[config.mk]
export PLATFORM = sky130hd
export DESIGN_NAME = config_write_arbiter_flat
export DESIGN_NICKNAME = d
export VERILOG_FILES = /design/src/rtl/config_write_arbiter_if.sv /design/src/rtl/config_write_arbiter.sv /design/src/flat_wrapper.sv
export SDC_FILE = /design/constraint.sdc
export NUM_CORES = 1
export LEC_CHECK = 0
export ABC_AREA = 1
export BUFFER_PORTS_ARGS = -buffer_cell sky130_fd_sc_hd__buf_2
export CAP_MARGIN = 0
export CORE_MARGIN = 5
export CORE_UTILIZATION = 44
export CTS_CLUSTER_SIZE = 10
export DETAILED_ROUTE_END_ITERATION = 10
export PLACE_DENSITY = 0.88
export SKIP_LAST_GASP = 1
export SLEW_MARGIN = 5
export SYNTH_ARGS = -nofsm -noshare
export SYNTH_HDL_FRONTEND = slang
export SYNTH_SLANG_ARGS = --single-unit
[constraint.sdc]
create_clock -name clk -period 4.4 [get_ports clk]
set_clock_uncertainty 0.1 [all_clocks]
set_input_delay 0.22 -clock clk [delete_from_list [all_inputs] [get_ports clk]]
set_output_delay 0.22 -clock clk [all_outputs]
set_load 0.02 [all_outputs]
[src/rtl/config_write_arbiter_if.sv]
// Config-write request/response bundle between requesters and the config write arbiter.
// master: requester side; slave: arbiter side.
interface config_wr_if #(
    parameter int NUM_REQ   = 2,
    parameter int ADDR_BITS = 8,
    parameter int DATA_BITS = 64
);
    localparam int OWN_W = (NUM_REQ > 1) ? $clog2(NUM_REQ) : 1;

    logic [NUM_REQ-1:0]           req_valid;
    logic [NUM_REQ-1:0]           req_ready;
    logic [NUM_REQ*ADDR_BITS-1:0] req_addr;
    logic [NUM_REQ*DATA_BITS-1:0] req_data;
    logic [NUM_REQ-1:0]           req_last;
    logic                         out_valid;
    logic [ADDR_BITS-1:0]         out_addr;
    logic [DATA_BITS-1:0]         out_data;
    logic [OWN_W-1:0]             out_owner;
    logic                         busy;

    modport master (
        output req_valid, req_addr, req_data, req_last,
        input  req_ready, out_valid, out_addr, out_data, out_owner, busy
    );

    modport slave (
        input  req_valid, req_addr, req_data, req_last,
        output req_ready, out_valid, out_addr, out_data, out_owner, busy
    );
endinterface

[src/rtl/config_write_arbiter.sv]
// Round-robin config-write arbiter with burst locking and forced release after MAX_BURST writes.
// Optional macro CONFIG_ARB_STATS_EN adds saturating per-requester grant counters (grant_count).
//
// state     | meaning
// ST_IDLE   | round-robin grant from rr_ptr among all valid requesters
// ST_LOCKED | only lock_owner may write until req_last or MAX_BURST writes
module config_write_arbiter #(
    parameter int NUM_REQ   = 2,
    parameter int ADDR_BITS = 8,
    parameter int DATA_BITS = 64,
    parameter int MAX_BURST = 16
) (
    input  logic clk,
    input  logic rst_n,
    config_wr_if.slave bus
`ifdef CONFIG_ARB_STATS_EN
    ,
    output logic [NUM_REQ*32-1:0] grant_count
`endif
);
    localparam int OWN_W = (NUM_REQ > 1) ? $clog2(NUM_REQ) : 1;
    localparam int CNT_W = $clog2(MAX_BURST + 1);

    typedef enum logic {
        ST_IDLE   = 1'b0,
        ST_LOCKED = 1'b1
    } state_t;

    state_t           state, state_nxt;
    logic [OWN_W-1:0] rr_ptr, rr_ptr_nxt;
    logic [OWN_W-1:0] lock_owner, lock_owner_nxt;
    logic [OWN_W-1:0] grant_idx, scan_idx;
    logic [CNT_W-1:0] burst_cnt, burst_cnt_nxt, cnt_inc;
    logic             grant_hit;
    logic             grant_last;
    logic [1:0]       rst_sync;
    logic             rst_sync_n;

    // Assert passes straight through; release takes two clk edges.
    always_ff @(posedge clk or negedge rst_n) begin
        if (!rst_n) begin
            rst_sync <= 2'b00;
        end else begin
            rst_sync <= {rst_sync[0], 1'b1};
        end
    end
    assign rst_sync_n = rst_sync[1];

    // Scan downward so the requester closest to rr_ptr is the last (winning) assignment.
    always_comb begin
        grant_hit = 1'b0;
        grant_idx = '0;
        scan_idx  = '0;
        if (state == ST_LOCKED) begin
            grant_idx = lock_owner;
            grant_hit = bus.req_valid[lock_owner];
        end else begin
            for (int k = NUM_REQ - 1; k >= 0; k--) begin
                scan_idx = OWN_W'((int'(rr_ptr) + k) % NUM_REQ);
                if (bus.req_valid[scan_idx]) begin
                    grant_hit = 1'b1;
                    grant_idx = scan_idx;
                end
            end
        end
        if (!rst_sync_n) begin
            grant_hit = 1'b0;
        end
    end

    assign grant_last    = bus.req_last[grant_idx];
    assign bus.req_ready = grant_hit ? (NUM_REQ'(1) << grant_idx) : '0;
    assign bus.busy      = (state == ST_LOCKED);

    always_comb begin
        state_nxt      = state;
        rr_ptr_nxt     = rr_ptr;
        lock_owner_nxt = lock_owner;
        burst_cnt_nxt  = burst_cnt;
        cnt_inc        = burst_cnt + CNT_W'(1);
        case (state)
            ST_IDLE: begin
                if (grant_hit) begin
                    rr_ptr_nxt = OWN_W'((int'(grant_idx) + 1) % NUM_REQ);
                    if (!grant_last && (MAX_BURST > 1)) begin
                        state_nxt      = ST_LOCKED;
                        lock_owner_nxt = grant_idx;
                        burst_cnt_nxt  = CNT_W'(1);
                    end
                end
            end
            ST_LOCKED: begin
                if (grant_hit) begin
                    if (grant_last || (cnt_inc == CNT_W'(MAX_BURST))) begin
                        state_nxt     = ST_IDLE;
                        burst_cnt_nxt = '0;
                    end else begin
                        burst_cnt_nxt = cnt_inc;
                    end
                end
            end
            default: begin
                state_nxt = ST_IDLE;
            end
        endcase
    end

    always_ff @(posedge clk or negedge rst_sync_n) begin
        if (!rst_sync_n) begin
            state      <= ST_IDLE;
            rr_ptr     <= '0;
            lock_owner <= '0;
            burst_cnt  <= '0;
        end else begin
            state      <= state_nxt;
            rr_ptr     <= rr_ptr_nxt;
            lock_owner <= lock_owner_nxt;
            burst_cnt  <= burst_cnt_nxt;
        end
    end

    // Output bus has no backpressure: one strobe per accept, payload held otherwise.
    always_ff @(posedge clk or negedge rst_sync_n) begin
        if (!rst_sync_n) begin
            bus.out_valid <= 1'b0;
            bus.out_addr  <= '0;
            bus.out_data  <= '0;
            bus.out_owner <= '0;
        end else begin
            bus.out_valid <= grant_hit;
            if (grant_hit) begin
                bus.out_addr  <= bus.req_addr[int'(grant_idx)*ADDR_BITS +: ADDR_BITS];
                bus.out_data  <= bus.req_data[int'(grant_idx)*DATA_BITS +: DATA_BITS];
                bus.out_owner <= grant_idx;
            end
        end
    end

`ifdef CONFIG_ARB_STATS_EN
    always_ff @(posedge clk or negedge rst_sync_n) begin
        if (!rst_sync_n) begin
            grant_count <= '0;
        end else if (grant_hit &&
                     (grant_count[int'(grant_idx)*32 +: 32] != 32'hFFFF_FFFF)) begin
            grant_count[int'(grant_idx)*32 +: 32] <=
                grant_count[int'(grant_idx)*32 +: 32] + 32'd1;
        end
    end
`endif
endmodule

[src/flat_wrapper.sv]
// flat-port wrapper written by rule: the top's interface ports become plain ports
module config_write_arbiter_flat 
#(
    parameter int NUM_REQ   = 2,
    parameter int ADDR_BITS = 8,
    parameter int DATA_BITS = 64,
    parameter int MAX_BURST = 16
)
  (clk, rst_n, bus_req_valid, bus_req_addr, bus_req_data, bus_req_last, bus_req_ready, bus_out_valid, bus_out_addr, bus_out_data, bus_out_owner, bus_busy);
  config_wr_if #(.NUM_REQ(NUM_REQ), .ADDR_BITS(ADDR_BITS), .DATA_BITS(DATA_BITS)) bus_i ();
  input  logic clk;
  input  logic rst_n;
  input wire logic [$bits(bus_i.req_valid)-1:0] bus_req_valid;
  input wire logic [$bits(bus_i.req_addr)-1:0] bus_req_addr;
  input wire logic [$bits(bus_i.req_data)-1:0] bus_req_data;
  input wire logic [$bits(bus_i.req_last)-1:0] bus_req_last;
  output wire logic [$bits(bus_i.req_ready)-1:0] bus_req_ready;
  output wire logic [$bits(bus_i.out_valid)-1:0] bus_out_valid;
  output wire logic [$bits(bus_i.out_addr)-1:0] bus_out_addr;
  output wire logic [$bits(bus_i.out_data)-1:0] bus_out_data;
  output wire logic [$bits(bus_i.out_owner)-1:0] bus_out_owner;
  output wire logic [$bits(bus_i.busy)-1:0] bus_busy;
  assign bus_i.req_valid = bus_req_valid;
  assign bus_i.req_addr = bus_req_addr;
  assign bus_i.req_data = bus_req_data;
  assign bus_i.req_last = bus_req_last;
  assign bus_req_ready = bus_i.req_ready;
  assign bus_out_valid = bus_i.out_valid;
  assign bus_out_addr = bus_i.out_addr;
  assign bus_out_data = bus_i.out_data;
  assign bus_out_owner = bus_i.out_owner;
  assign bus_busy = bus_i.busy;
  config_write_arbiter #(.NUM_REQ(NUM_REQ), .ADDR_BITS(ADDR_BITS), .DATA_BITS(DATA_BITS), .MAX_BURST(MAX_BURST)) u_core (.clk(clk), .rst_n(rst_n), .bus(bus_i));
endmodule
==> results of run 1 <==
==> power by group through the flow <==
stage               combinational, uW  clock (uW)  sequential (uW)
floorplan                         646           0             1740
global placement                 1560           0             1340
detailed placement               1620           0             1350
CTS                              2090         620             1340
global route                     2330         644             1390
finish                           2150         608             1360
==> metrics by stage <==
| stage | setup slack [ns] | total power [uW] |
|---|---|---|
| finish | 0.841 | 4120 |
| global route | 0.607 | 4370 |
| CTS | 1.00 | 4050 |
| detailed placement | 1.56 | 2960 |
| global placement | 1.64 | 2900 |
| floorplan | 1.10 | 2390 |
==> layer usage <==
layer  vias up  routed length [um]  GRT usage (%)
li1       2183                   -              -
met1      2208                5240           29.7
met2       247                7790           48.6
met3        43                1180           5.77
met4         0                 427           12.2
met5         -                   0              0
==> critical path, stage by stage, from the launching register on <==
cell and delay [ns]:
dfrtp_1 0.47, nand2_4 0.13, nand2_1 0.07, nand2_2 0.08, nand2_2 0.45, nor2_4 0.85, buf_4 0.47, nand2_1 0.14
nand3_1 0.13, dlygate4sd3_1 0.57
==> flip-flops by register name, summed over array words and instances (netlist names) <==
signal	flops
u_core.rr_ptr	1
u_core.burst_cnt	5
u_core.lock_owner	1
u_core.bus.out_data	64
u_core.bus.out_valid	1
u_core.rst_sync	2
u_core.bus.out_owner	1
u_core.bus.out_addr	8
u_core.bus.busy	1
==> final cells by class <==
type	instances	share of cell area (%)
clock buffer	9	1.90
clock inverter	7	1.51
inverter	13	0.747
multi-input combinational	350	23.1
sequential	84	32.2
tap	108	2.07
timing repair buffer	364	38.5
==> logic make-up after synthesis <==
logic type / synth area share, %
other: 0.0979
and+or+nand+nor: 37.8
DFF: 54.9
buffers and inverters: 5.94
adders and majority gates: 0.327
AOI/OAI and AO/OA: 0.980
==> synth_stat cells, drive strengths merged <==
cell type / number
nand2: 247
nand3: 85
dfrtp: 84
buf: 23
inv: 13
nor2: 8
a21oi: 2
nand4: 2
o21ai: 2
a31oi: 1
conb: 1
ha: 1
nand3b: 1
==> path summary, 6_finish.rpt <==
| path | from | end | slack [ns] | cells after the start |
|---|---|---|---|---|
| worst max register to register | u_core.bus.busy | u_core.bus.out_data[44] | 0.84 | 9 |
| max in group asynchronous | u_core.rst_sync[1] | u_core.burst_cnt[0] | 3.02 | 1 |
| min in group asynchronous | rst_n | u_core.rst_sync[1] | 0.10 | 2 |
| worst min register to register | u_core.rst_sync[0] | u_core.rst_sync[1] | 0.26 | 0 |
| worst min-delay path | bus_req_data[86] | u_core.bus.out_data[22] | 0.01 | 3 |
| worst max-delay path | u_core.bus.busy | u_core.bus.out_data[44] | 0.84 | 9 |
==> timing repair <==
action,in CTS,in global routing
hold buffers,132,2
gates resized for setup,0,0
hold endpoints to repair,72,1
==> results.toml, run 1 <==
[floorplanning]
die_h_um = 103
start_util_pct = 44.6
rows = 34
floorplan.die.width_um = 103
dieArea_um2 = 10700
core_um2 = 8590
pin_count = 227

[finish]
fillers = 561
seq_area_um2 = 2110
final_cell_mix = "232 x nand2_1, 226 x buf_2, 134 x dlygate4sd3_1, 85 x nand3_1, 83 x dfrtp_1"
layout_commonest_cell = "nand2_1"
final_util_pct = 76.0
area.growth.synth_to_final_pct = 70.5
fin_area_um2 = 6530
layout.nets = 973
antenna_cells = 0
finalNonFillerCells = 935
multi_input_area_um2 = 1510
drive_gt1_share_pct = 32.0

[timing]
rsz0062_at_grt = "no"
fin_setup_tns_ns = 0
slew_violations = 0
finalSetupViolCount = 0
fmax_mhz = 281
slew_headroom_pct = 31.8
tightestPinTransition_ns = 1.02
timing.final.crit_period_ns = 3.56
finalCritPeriodShare_pct = 80.9
hold_ws_ns = 0.0138
finalHoldViolations = 0

[setup_path]
crit_type = "reg -> reg"
crit_required_ns = 4.58
critPathMaxFanout = 39
startpoint_type = "flip-flop"
cp.arrival_ns = 3.74
end_kind = "flip-flop"

[pwr]
peakVddDrop_v = 0.000335
leakagePower_uw = 0.00354
switching_power_uw = 1710
sw_frac_of_total_pct = 41.6
p_per_area_nw_per_um2 = 630
pwr-share-comb_pct = 52.3
seqPwrFrac_pct = 32.9
p_int_uw = 2400
pwr-share-clk_pct = 14.8

[job]
max_cap_viol_count = 0

[cts]
ctsHtreeMaxLevel = 3
cts_made_buffers = 9
cts_setup_buffers = 0
path_clk_slew_ns = 0.09
ctsLongestPathBuffers = 2
cts_sinks = 84
clockRootBuffer = "clkbuf_8"
cts_tree = "built"
worst_skew_pair.late_latency_ns = 0.34

[synth]
syn_area_um2 = 3830
avgSynthCellArea_um2 = 8.15
syn_nets = 621
synth_top_area_share_pct = 54.9
ys_seq_area_share_pct = 54.9
synth.largest_area_cell = "dfrtp_1"
ys_ff_latch = 84
synthCells = 470
yosysUniqueCellTypes = 20
synth_area_leaders = "dfrtp_1 55%, nand2_1 23%, nand3_1 11%"
yosysWarnings = 0

[drt]
postRouteAntennaNets = 0
vias_per_cell = 5.01
vias = 4681
drc = 0
drtIter0Drc = 182
avgRoutedWirePerCell_um = 15.7
first_pass_iters = 5
drt_wl_total_mm = 14.6

[global_route]
grt_pass1_vias = 4740
grt_max_degree = 84
grt_usage_pct = 26.7
antenna_found_initial = 0
gr-total-overflow = 0
grt_pass1_wl_mm = 22.2

[placed_design]
port_buffers = 226
dp_cells = 785
dp_hpwl_mm = 8.60
dpl_cell_area_um2 = 4970
gp_congestion = 0.853

[worst_hold_path]
holdCritPathClass = "in -> reg"

[run_status]
status = "finished clean"
No activity file was read; power rests on OpenSTA's default activity.
==> inputs of run 2 (changes only) <==
--- a/config.mk
+++ b/config.mk
@@ -9,10 +9,10 @@
 export BUFFER_PORTS_ARGS = -buffer_cell sky130_fd_sc_hd__buf_2
 export CAP_MARGIN = 0
 export CORE_MARGIN = 5
-export CORE_UTILIZATION = 44
+export CORE_UTILIZATION = 39
 export CTS_CLUSTER_SIZE = 10
 export DETAILED_ROUTE_END_ITERATION = 10
-export PLACE_DENSITY = 0.88
+export PLACE_DENSITY = 0.83
 export SKIP_LAST_GASP = 1
 export SLEW_MARGIN = 5
 export SYNTH_ARGS = -nofsm -noshare
==> constraint.sdc (replaced) <==
create_clock -name clk -period 2.95 [get_ports clk]
set_clock_uncertainty 0.1 [all_clocks]
set_input_delay 0.1475 -clock clk [delete_from_list [all_inputs] [get_ports clk]]
set_output_delay 0.1475 -clock clk [all_outputs]
set_load 0.02 [all_outputs]
==> results.toml, run 2 (same netlist as run 1, synthesis figures left out) <==
[run_status]
status = "finished clean"

[timing]
tightestPinTransition_ns = 1.02
rsz0062_at_grt = "no"
slew_violations = 0
fmax_mhz = 416
slew_headroom_pct = 31.8
timing.final.crit_period_ns = 2.40
finalCritPeriodShare_pct = 81.4
finalHoldViolations = 0
fin_setup_tns_ns = 0
finalSetupViolCount = 0
finalWorstSetupSlack_ns = 0.548

[global_route]
grt_pass1_vias = 4771
gr-total-overflow = 0
grt_usage_pct = 23.8
antenna_found_initial = 2
grt_pass1_wl_mm = 22.4
grt_max_degree = 83

[placed_design]
pre_cts_ws_ns = 1.04
gp_congestion = 0.812
dp_hpwl_mm = 8.10
port_buffers = 226

[worst_hold_path]
holdCritPathClass = "in -> async"

[setup_path]
critPathMaxFanout = 47
end_kind = "flip-flop"
path_cells = "nand2_4, nand2_1, nand2_2, nand2_2, nor2_4, buf_4, nand2_1, nand3_1, dlygate4sd3_1"
startpoint_type = "flip-flop"
r2r_cells = 9
crit_type = "reg -> reg"
reg2reg_from = "u_core.bus.busy"
cp.arrival_ns = 2.57
rr_endpoint = "u_core.bus.out_data[46]"
cp_slowest_cell = "dlygate4sd3_1"
r2r_slack_ns = 0.55
critPathMaxStageDelay_ns = 0.57
crit_required_ns = 3.12

[pwr]
p_per_area_nw_per_um2 = 932
leakagePower_uw = 0.00361
peakVddDrop_v = 0.000472

[cts]
cts_sinks = 84
ctsHtreeMaxLevel = 3
cts_tree = "built"
path_clk_slew_ns = 0.09
cts_resized = 0
cts_made_buffers = 9
clockRootBuffer = "clkbuf_8"
worst_skew_pair.late_latency_ns = 0.33
ctsLongestPathBuffers = 2

[finish]
seq_area_um2 = 2110
largest_reg_flops = 64
fillers = 710
reg_top3 = "u_core.bus.out_data: 64 flops, u_core.bus.out_addr: 8 flops, u_core.burst_cnt: 5 flops"
layout.nets = 987
layout_commonest_cell = "nand2_1"
top_register = "u_core.bus.out_data"
area.growth.synth_to_final_pct = 74.9
drive_gt1_share_pct = 31.9
final_cell_mix = "232 x nand2_1, 226 x buf_2, 145 x dlygate4sd3_1, 85 x nand3_1, 83 x dfrtp_1"
multi_input_area_um2 = 1510

[drt]
vias = 4688
drt_wl_total_mm = 14.4
postRouteAntennaNets = 0
avgRoutedWirePerCell_um = 14.8
vias_per_cell = 4.81
first_pass_iters = 5
drtIter0Drc = 338
drc = 0

[job]
max_cap_viol_count = 0

[floorplanning]
rows = 36
core_um2 = 9680
start_util_pct = 39.6
pin_count = 227
floorplan.die.width_um = 109
die_h_um = 109
dieArea_um2 = 11900
## run 2: cell type report
type,count,area share (%)
Tap cell,133,2.48
Sequential cell,84,31.4
Antenna cell,1,0.0373
Clock buffer,11,2.26
Multi-Input combinational cell,350,22.5
Clock inverter,5,1.25
Inverter,13,0.728
Timing Repair Buffer,378,39.3
## run 2: where the power goes
part	switching (uW)	internal (uW)
Sequential	317	1670
Combinational	1790	1530
Clock	410	525
Total	2520	3720
## run 2: critical path: cells and delay by family (launching register included)
family	cells	cell delay, ns
DFF	1	0.47
and+or+nand+nor	7	0.75
buffers and inverters	2	0.99
## run 2: timing repair
item | 4_1_cts | 5_1_grt
buffers inserted | 0 | 0
hold buffers | 145 | 0
endpoints found under the setup margin | 0 | 0
hold endpoints to repair | 74 | 0
## run 2: routing by layer
metal | up-vias | part of all wire, % | GRT usage [%]
met4 | 4 | 2.9 | 10.6
met5 | - | 0.19 | 0
met1 | 2207 | 37 | 27.1
met2 | 222 | 51 | 41.7
li1 | 2212 | - | -
met3 | 43 | 9.0 | 6.39
## run 2: how the worst max path moves through the flow
stage | startpoint | endpoint | slack, ns | cells past startpoint
2_1_floorplan | u_core.rst_sync[1] | u_core.bus.out_data[0] | 0.60 | 5
6_report | u_core.bus.busy | u_core.bus.out_data[46] | 0.55 | 9
3_3_place_gp | u_core.bus.busy | u_core.bus.busy | 1.11 | 10
3_5_place_dp | u_core.bus.busy | u_core.bus.busy | 1.04 | 10
4_1_cts | u_core.bus.busy | u_core.bus.out_data[7] | 0.65 | 9
5_1_grt | u_core.bus.busy | u_core.bus.out_data[46] | 0.37 | 9
## run 2: through the flow
stage               power (uW)  hold slack (ns)  area, um^2  util [%]  instances
global placement          4350           -0.166        5010      51.7        813
CTS                       6180          0.00520        6700      69.2        974
floorplan                 3560           -0.248        3830         -        470
global route              6650           0.0185        6700      69.2        974
finish                    6250           0.0264        6700      69.2        975
detailed placement        4400           -0.164        5010      51.7        813
